$ cat src/rtl/alu_pkg.sv
// Shared op codes, FSM state encoding and sizing helpers for the pipelined ALU.
package alu_pkg;

  typedef enum logic [2:0] {
    OP_SUM = 3'd0,
    OP_AND = 3'd1,
    OP_OR  = 3'd2,
    OP_XOR = 3'd3,
    OP_SR  = 3'd4,
    OP_BCD = 3'd5
  } op_t;

  typedef enum logic [1:0] {
    ST_IDLE,
    ST_EXEC,
    ST_DONE
  } state_t;

  // Width of a counter indexing the WIDTH/4 nibbles of an operand.
  function automatic int unsigned nib_cnt_w(input int unsigned width);
    int unsigned n;
    n = width / 4;
    return (n > 1) ? $clog2(n) : 1;
  endfunction

endpackage

$ cat src/rtl/bcd_digit_adder.sv
// One decimal digit step: 4-bit digits plus carry, corrected by +6 when above 9.
module bcd_digit_adder (
  input  logic [3:0] a,
  input  logic [3:0] b,
  input  logic       cin,
  output logic [3:0] digit,
  output logic       cout
);

  logic [4:0] s;
  logic [3:0] adj;

  always_comb begin
    s     = {1'b0, a} + {1'b0, b} + {4'b0, cin};
    adj   = s[3:0] + 4'd6;
    cout  = (s > 5'd9);
    digit = cout ? adj : s[3:0];
  end

endmodule

$ cat src/rtl/alu_pipe.sv
// Handshaked ALU: accept in IDLE, compute in EXEC (one cycle, or one per nibble
// for BCD), then hold registered result and flags in DONE until taken.
module alu_pipe
  import alu_pkg::*;
#(
  parameter int unsigned WIDTH = 8
) (
  input  logic             clk,
  input  logic             rst,
  input  logic             in_valid,
  output logic             in_ready,
  input  logic [WIDTH-1:0] a,
  input  logic [WIDTH-1:0] b,
  input  logic [2:0]       op,
  input  logic             cin,
  output logic             out_valid,
  input  logic             out_ready,
  output logic [WIDTH-1:0] result,
  output logic             of,
  output logic             cout,
  output logic             hcout,
  output logic             zf,
  output logic             nf,
  output logic             err
);

  localparam int unsigned    NIBS     = WIDTH / 4;
  localparam int unsigned    CW       = nib_cnt_w(WIDTH);
  localparam logic [CW-1:0]  NIB_LAST = CW'(NIBS - 1);

  state_t           state;
  logic [WIDTH-1:0] a_r, b_r, acc;
  logic [2:0]       op_r;
  logic             cin_r, carry_r, hc_bcd;
  logic [CW-1:0]    nib_cnt;

  logic [3:0]       digit;
  logic             dcout;
  logic [WIDTH:0]   sum_full;
  logic [4:0]       sum_lo;
  logic [WIDTH-1:0] res_n;
  logic             of_n, cout_n, hc_n, err_n;

  // Operands shift right during BCD so the adder always sees the low nibble.
  bcd_digit_adder u_bcd (
    .a     (a_r[3:0]),
    .b     (b_r[3:0]),
    .cin   (carry_r),
    .digit (digit),
    .cout  (dcout)
  );

  always_comb begin
    sum_full = {1'b0, a_r} + {1'b0, b_r} + {{WIDTH{1'b0}}, cin_r};
    sum_lo   = {1'b0, a_r[3:0]} + {1'b0, b_r[3:0]} + {4'b0, cin_r};
    res_n    = '0;
    of_n     = 1'b0;
    cout_n   = 1'b0;
    hc_n     = 1'b0;
    err_n    = 1'b0;
    case (op_r)
      OP_SUM: begin
        res_n  = sum_full[WIDTH-1:0];
        cout_n = sum_full[WIDTH];
        hc_n   = sum_lo[4];
        of_n   = (a_r[WIDTH-1] == b_r[WIDTH-1]) && (sum_full[WIDTH-1] != a_r[WIDTH-1]);
      end
      OP_AND: res_n = a_r & b_r;
      OP_OR:  res_n = a_r | b_r;
      OP_XOR: res_n = a_r ^ b_r;
      OP_SR: begin
        res_n  = {cin_r, a_r[WIDTH-1:1]};
        cout_n = a_r[0];
      end
      OP_BCD: begin
        // Evaluated on the last nibble: lower digits already sit in acc.
        res_n              = acc;
        res_n[WIDTH-1 -: 4] = digit;
        cout_n             = dcout;
        hc_n               = hc_bcd;
      end
      default: begin
        res_n = a_r;
        err_n = 1'b1;
      end
    endcase
  end

  always_ff @(posedge clk or negedge rst) begin
    if (!rst) begin
      state     <= ST_IDLE;
      in_ready  <= 1'b1;
      out_valid <= 1'b0;
      result    <= '0;
      of        <= 1'b0;
      cout      <= 1'b0;
      hcout     <= 1'b0;
      zf        <= 1'b0;
      nf        <= 1'b0;
      err       <= 1'b0;
      a_r       <= '0;
      b_r       <= '0;
      acc       <= '0;
      op_r      <= '0;
      cin_r     <= 1'b0;
      carry_r   <= 1'b0;
      hc_bcd    <= 1'b0;
      nib_cnt   <= '0;
    end else begin
      unique case (state)
        ST_IDLE: begin
          if (in_valid && in_ready) begin
            a_r      <= a;
            b_r      <= b;
            op_r     <= op;
            cin_r    <= cin;
            carry_r  <= cin;
            hc_bcd   <= 1'b0;
            acc      <= '0;
            nib_cnt  <= '0;
            in_ready <= 1'b0;
            state    <= ST_EXEC;
          end
        end
        ST_EXEC: begin
          if (op_r == OP_BCD && nib_cnt != NIB_LAST) begin
            for (int unsigned i = 0; i < NIBS; i++) begin
              if (nib_cnt == CW'(i)) acc[i*4 +: 4] <= digit;
            end
            a_r     <= a_r >> 4;
            b_r     <= b_r >> 4;
            carry_r <= dcout;
            if (nib_cnt == '0) hc_bcd <= dcout;
            nib_cnt <= nib_cnt + CW'(1);
          end else begin
            result    <= res_n;
            of        <= of_n;
            cout      <= cout_n;
            hcout     <= hc_n;
            err       <= err_n;
            zf        <= (res_n == '0);
            nf        <= res_n[WIDTH-1];
            nib_cnt   <= '0;
            out_valid <= 1'b1;
            state     <= ST_DONE;
          end
        end
        ST_DONE: begin
          if (out_ready) begin
            out_valid <= 1'b0;
            in_ready  <= 1'b1;
            state     <= ST_IDLE;
          end
        end
        default: state <= ST_IDLE;
      endcase
    end
  end

endmodule

$ cat config.mk
export PLATFORM = sky130hd
export DESIGN_NAME = alu_pipe
export DESIGN_NICKNAME = d
export VERILOG_FILES = /design/src/rtl/alu_pkg.sv /design/src/rtl/bcd_digit_adder.sv /design/src/rtl/alu_pipe.sv
export SDC_FILE = /design/constraint.sdc
export NUM_CORES = 1
export LEC_CHECK = 0
export ABC_CLOCK_PERIOD_IN_PS = 3400
export BUFFER_PORTS_ARGS = -buffer_cell sky130_fd_sc_hd__buf_2
export CORE_ASPECT_RATIO = 0.5
export CORE_MARGIN = 2
export CORE_UTILIZATION = 35
export DETAILED_ROUTE_END_ITERATION = 10
export GPL_TIMING_DRIVEN = 0
export HOLD_SLACK_MARGIN = 0.1
export SETUP_SLACK_MARGIN = 0.15
export SYNTH_ARGS = -nofsm -noshare
export SYNTH_HDL_FRONTEND = slang
export SYNTH_SLANG_ARGS = --single-unit
$ cat constraint.sdc
create_clock -name clk -period 3.4 [get_ports clk]
set_input_delay 0.34 -clock clk [delete_from_list [all_inputs] [get_ports clk]]
set_output_delay 0.34 -clock clk [all_outputs]
set_load 0.01 [all_outputs]
==> flow_metrics.py, run 1 <==
metrics = {
    "sta": {
        "finalClockSkew_ns": 0.00823,
        "hold_violations": 0,
        "setup_violations": 0,
        "tightest_slew_ns": 0.992,
        "finalCritPeriodShare_pct": 91.7,
        "rsz0062_at_grt": "false",
        "fmax_mhz": 321,
        "maxSlewViolCount": 0,
        "setup_slack_ns": 0.283,
        "finalCriticalPeriod_ns": 3.12,
        "slew_headroom_pct": 33.9,
        "hold_slack_ns": 0.219,
        "setup_tns_ns": 0,
    },
    "clocking": {
        "cts_made_buffers": 5,
        "clkLatencyLatePin_ns": 0.29,
        "cts_num_sinks": 44,
        "htreeDepth": 2,
        "cts_root_buf": "clkbuf_16",
        "clockBufferDepth": 2,
        "clk_pin_slew_ns": 0.06,
        "cts_hold_buf": 0,
        "cts_tree": "done",
    },
    "route": {
        "ant_nets": 0,
        "vias_per_cell": 5.20,
        "wl_mm": 8.70,
        "vias": 2794,
        "drc_errors": 0,
        "detail_route.first_pass.iterations": 4,
        "drt-initial-drc-count": 230,
        "wl_per_cell_microns": 16.2,
    },
    "global_routing": {
        "gr-total-overflow": 0,
        "antenna_found_initial": 0,
        "grt_pass1_wl_mm": 14.0,
        "grt.total_usage_pct": 18.0,
        "grt_pass1_vias": 2632,
        "grt_max_degree": 45,
    },
    "pwr": {
        "p_int_mw": 2.36,
        "switching_power_mw": 2.20,
        "swShare_pct": 48.2,
        "pwr-share-seq_pct": 20.9,
        "p_leak_nw": 1.71,
        "ir_drop_mv": 0.417,
        "powerDensity_nw_per_um2": 1240,
        "combPwrFrac_pct": 68.8,
        "p_clk_share_pct": 10.3,
        "design_power_total_mw": 4.56,
    },
    "critical_path": {
        "r2r_end": "result[6]",
        "crit_path_max_fanout": 8,
        "crit_arrival_ns": 3.33,
        "endpoint_kind": "register",
        "crit_type": "register to register",
        "reg2reg_slack_ns": 0.28,
        "startpoint_type": "register",
        "rr_worst_depth": 13,
        "crit_required_ns": 3.62,
        "rr_startpoint": "a_r[1]",
    },
    "floorplanning": {
        "fp.dieW_microns": 138,
        "io_pins": 40,
        "initial_utilization_pct": 36.1,
        "placementRows": 24,
        "die-height_microns": 71.2,
        "coreArea_sq_um": 8740,
        "dieArea_sq_um": 9840,
    },
    "finish": {
        "final_cell_area_sq_um": 3680,
        "final_common_cell": "nand2_1",
        "areaGrowthSynthToFinish_pct": 16.5,
        "antenna_cells": 0,
        "final_cell_mix": "nand2_1 (52), dfrtp_1 (43), buf_2 (42)",
        "drive_above_1_share_pct": 21.0,
        "nNetsFinal": 466,
    },
    "synthesis": {
        "ys_warn_count": 0,
        "synth-seq-cells": 44,
        "synth_area_sq_um": 3160,
        "ys_seq_area_share_pct": 34.9,
        "synth_top_flop_cell": "dfrtp_1",
        "synthArstFlopShare_pct": 100,
        "synth_edf_count": 0,
        "avgSynthCellArea_sq_um": 8.55,
        "netlist_instances": 369,
        "synth_nets": 416,
        "synth.distinct_cells": 62,
    },
    "placed_design": {
        "dpl_cell_area_sq_um": 3500,
        "pre_cts_ws_ns": 0.183,
        "gp_congestion": 0.929,
        "detailed_place_hpwl_mm": 6.71,
        "io_buffers": 39,
    },
    "run": {
        "max_cap_violations": 0,
    },
    "worst_hold_path": {
        "hold_path.class": "primary input to async pin",
    },
    "outcome": {
        "run_status": "complete, no violations",
    },
}
==> flip-flops by register name, indices dropped and copies added, names as in the netlist, 2 cells and up <==
name,count
b_r,8
op_r,3
result,8
state,2
acc,4
a_r,8
==> power by group through the flow <==
stage / sequential, mW / clock (mW) / combinational [mW]
2_1_floorplan: 0.939 / 0 / 2.21
3_3_place_gp: 0.956 / 0 / 2.94
3_5_place_dp: 0.957 / 0 / 2.95
4_1_cts: 0.949 / 0.478 / 2.98
5_1_grt: 0.991 / 0.502 / 3.47
6_report: 0.954 / 0.469 / 3.14
==> worst max-delay path: stages, from the launching register on <==
cell,delay (ns)
dfrtp_1,0.43
inv_1,0.13
ha_1,0.32
buf_6,0.14
xor2_2,0.18
ha_1,0.33
inv_1,0.17
ha_2,0.25
and2b_2,0.15
a21oi_2,0.04
a21boi_4,0.23
mux2_4,0.34
o21ai_2,0.15
a21boi_2,0.17
==> worst max-delay path by stage <==
| stage | startpoint | endpoint | slack, ns | cells after the start |
|---|---|---|---|---|
| 3_3_place_gp | a_r[1] | result[6] | 0.23 | 13 |
| 3_5_place_dp | a_r[1] | result[6] | 0.18 | 13 |
| 5_1_grt | a_r[1] | result[6] | 0.14 | 13 |
| 6_report | a_r[1] | result[6] | 0.28 | 13 |
| 2_1_floorplan | a_r[1] | zf | 0.52 | 13 |
| 4_1_cts | a_r[1] | result[6] | 0.18 | 13 |
==> metrics by stage <==
step                      util [%]  std cells
final                         42.1        537
after global routing          42.1        537
after CTS                     41.6        533
after detailed placement      40.0        525
after global placement        40.0        525
after floorplan                  -        369
==> layout make-up <==
class	instances	area [sq um]
fill	903	5060
multi-input combinational	276	1860
sequential	44	1100
timing repair buffer	43	225
tap	117	146
clock buffer	7	133
inverter	29	109
buffer	20	97.6
clock inverter	1	5.00
==> cells in the mapped netlist, types with 4 or more instances <==
master,instances,area (sq um)
o31ai_1,10,75.1
ha_1,21,263
o22ai_1,5,31.3
mux2i_1,4,40.0
dfrtp_1,43,1080
inv_1,29,109
nand2b_1,5,31.3
a31oi_1,4,25.0
xnor2_1,5,43.8
nor2_1,22,82.6
a21oi_1,34,170
mux2_2,6,67.6
nor3_1,6,30.0
nand2_1,52,195
o21ai_0,30,150
and3_1,4,25.0
nand3_1,11,55.1
clkbuf_1,14,52.6
==> layer usage <==
| layer | part of all wire (%) | up-vias | track usage, % |
|---|---|---|---|
| li1 | - | 1393 | - |
| met1 | 53 | 1290 | 28.2 |
| met4 | 1.1 | 0 | 4.31 |
| met5 | 0 | - | 0 |
| met3 | 7.0 | 12 | 4.54 |
| met2 | 38 | 99 | 24.5 |
==> logic make-up after synthesis <==
logic type,share of synthesized area [%]
simple gates,18.0
compound gates,23.6
buf+inv,6.54
flops,34.9
fa+ha+maj,9.59
mux,3.88
xor+xnor,3.45
==> repair_timing <==
action / in CTS / in global routing
gates resized for setup: 0 / 2
setup endpoints to repair: 0 / 3
buffers inserted: 0 / 4
No activity file was read; power rests on OpenSTA's default activity.
==> run 2, diff against run 1 <==
Settings changed: BUFFER_PORTS_ARGS -buffer_cell sky130_fd_sc_hd__buf_2 to not set, CTS_BUF_LIST set to sky130_fd_sc_hd__clkbuf_4 sky130_fd_sc_hd__clkbuf_8 sky130_fd_sc_hd__clkbuf_16, DONT_BUFFER_PORTS set to 1.
==> run 2 against run 1 <==
Critical path depth unchanged. Final area down 4.1%. Die area unchanged. Largest cell class unchanged. Register-to-register slack better by 0.09 ns. Worst hold slack worse by 0.061 ns. Worst setup slack better by 0.092 ns. Fmax up 3.1%. Non-clock buffer count down 37. Highest routed layer unchanged.
==> flow_metrics.py, run 2 (synthesis gave the netlist of run 1 again) <==
metrics = {
    "outcome": {
        "run_status": "complete, no violations",
    },
    "clocking": {
        "clockBufferDepth": 2,
        "htreeDepth": 2,
        "cts_made_buffers": 5,
        "cts_tree": "done",
        "cts_root_buf": "clkbuf_16",
        "clkLatencyLatePin_ns": 0.29,
        "cts_num_sinks": 44,
        "clk_pin_slew_ns": 0.06,
    },
    "route": {
        "vias": 2733,
        "detail_route.first_pass.iterations": 5,
        "vias_per_cell": 5.47,
        "wl_mm": 8.81,
        "drc_errors": 0,
        "drt-initial-drc-count": 252,
        "wl_per_cell_microns": 17.6,
        "ant_nets": 0,
    },
    "critical_path": {
        "r2r_end": "result[6]",
        "startpoint_type": "register",
        "cpMostUsedCell": "ha_1",
        "crit_arrival_ns": 3.25,
        "worstPathCellList": "inv_1, ha_1, buf_6, xor2_2, ha_1, xnor2_2, ha_2, and2b_2, a21oi_2, a21boi_4, mux2_4, o21ai_2, a21boi_2",
        "crit_required_ns": 3.62,
        "rr_startpoint": "a_r[1]",
        "max_stage_delay_ns": 0.41,
        "reg2reg_slack_ns": 0.38,
        "crit_end": "result[6]",
        "slowest_stage": "dfrtp_1",
        "crit_type": "register to register",
        "setup.worst_path.start": "a_r[1]",
        "rr_worst_depth": 13,
        "crit_path_max_fanout": 8,
        "endpoint_kind": "register",
    },
    "finish": {
        "final_common_cell": "nand2_1",
        "antenna_cells": 0,
        "drive_above_1_share_pct": 13.8,
        "areaGrowthSynthToFinish_pct": 11.7,
        "final_cell_mix": "nand2_1 (52), dfrtp_1 (43), a21oi_1 (33)",
        "nNetsFinal": 429,
        "reg_top3": "a_r (8), b_r (8), result (8)",
    },
    "placed_design": {
        "detailed_place_hpwl_mm": 6.73,
        "gp_congestion": 0.923,
        "io_buffers": 0,
    },
    "sta": {
        "maxSlewViolCount": 0,
        "slew_headroom_pct": 42.5,
        "setup_tns_ns": 0,
        "fmax_mhz": 331,
        "rsz0062_at_grt": "false",
        "tightest_slew_ns": 0.860,
        "hold_violations": 0,
        "finalCriticalPeriod_ns": 3.02,
        "finalCritPeriodShare_pct": 89.0,
        "setup_violations": 0,
        "finalClockSkew_ns": 0.00579,
    },
    "worst_hold_path": {
        "hold_path.class": "primary input to register",
        "whs_path_depth": 2,
    },
    "pwr": {
        "p_clk_share_pct": 10.7,
        "powerDensity_nw_per_um2": 1280,
        "design_power_total_mw": 4.52,
        "switching_power_mw": 2.22,
        "p_leak_nw": 1.56,
        "p_int_mw": 2.30,
        "ir_drop_mv": 0.371,
        "pwr-share-seq_pct": 22.4,
        "swShare_pct": 49.0,
        "combPwrFrac_pct": 66.8,
    },
    "floorplanning": {
        "dieArea_sq_um": 9840,
        "die-height_microns": 71.2,
        "coreArea_sq_um": 8740,
        "initial_utilization_pct": 36.1,
        "io_pins": 40,
        "fp.dieW_microns": 138,
        "placementRows": 24,
    },
    "global_routing": {
        "grt.total_usage_pct": 18.4,
        "grt_max_degree": 45,
        "antenna_found_initial": 0,
        "grt_pass1_vias": 2574,
        "grt_pass1_wl_mm": 14.3,
        "gr-total-overflow": 0,
    },
    "run": {
        "max_cap_violations": 0,
    },
}
[run 2: per-stage QoR]
step / utilization, % / hold WS [ns] / instances / instance area [sq um] / setup WS (ns)
floorplan: - / 0.0444 / 369 / 3160 / 0.516
global placement: 37.8 / 0.0454 / 486 / 3300 / 0.227
detailed placement: 37.8 / 0.0451 / 486 / 3300 / 0.207
CTS: 39.9 / 0.155 / 496 / 3480 / 0.184
global route: 40.4 / 0.168 / 500 / 3530 / 0.157
finish: 40.4 / 0.157 / 500 / 3530 / 0.376
[run 2: layout make-up]
class / count / area (sq um)
well taps: 117 / 146
flip-flops and latches: 44 / 1100
multi-input cells: 276 / 1860
fillers: 896 / 5210
plain buffers: 20 / 97.6
inverters: 29 / 109
repair buffers: 6 / 67.6
clock inverters: 3 / 18.8
clock buffers: 5 / 125
[run 2: how the worst min path moves through the flow]
stage / slack, ns / endpoint / start
finish: 0.16 / cin_r / cin
detailed placement: 0.05 / out_valid / rst
global placement: 0.05 / out_valid / rst
floorplan: 0.04 / a_r[0] / rst
CTS: 0.16 / cin_r / cin
global route: 0.17 / cin_r / cin
[run 2: metal layers]
metal | up-vias | share of wire, % | GRT usage, %
met3 | 8 | 8.9 | 4.47
met1 | 1302 | 52 | 29.6
li1 | 1318 | - | -
met4 | 0 | 0.80 | 3.40
met5 | - | 0 | 0
met2 | 105 | 38 | 24.6
[run 2: power by group through the flow]
stage / combinational (mW) / clock (mW) / sequential [mW]
3_3_place_gp: 2.79 / 0 / 1.01
3_5_place_dp: 2.81 / 0 / 1.02
5_1_grt: 3.34 / 0.509 / 1.05
2_1_floorplan: 2.21 / 0 / 0.939
4_1_cts: 2.85 / 0.488 / 1.01
6_report: 3.02 / 0.485 / 1.01
[run 2: timing repair]
item                                   CTS  global route
setup endpoints to repair                0             5
endpoints found under the hold margin   44             0
hold buffers                             2             0
setup buffers                            0             4
gates resized for setup                  0             3
[run 2: worst max-delay path, delay by kind of cell, from the launching register on]
family	cells	cell delay, ns
compound gates	4	0.59
fa+ha+maj	3	0.80
flops	1	0.41
xor+xnor	2	0.39
simple gates	1	0.15
mux	1	0.34
buf+inv	2	0.26
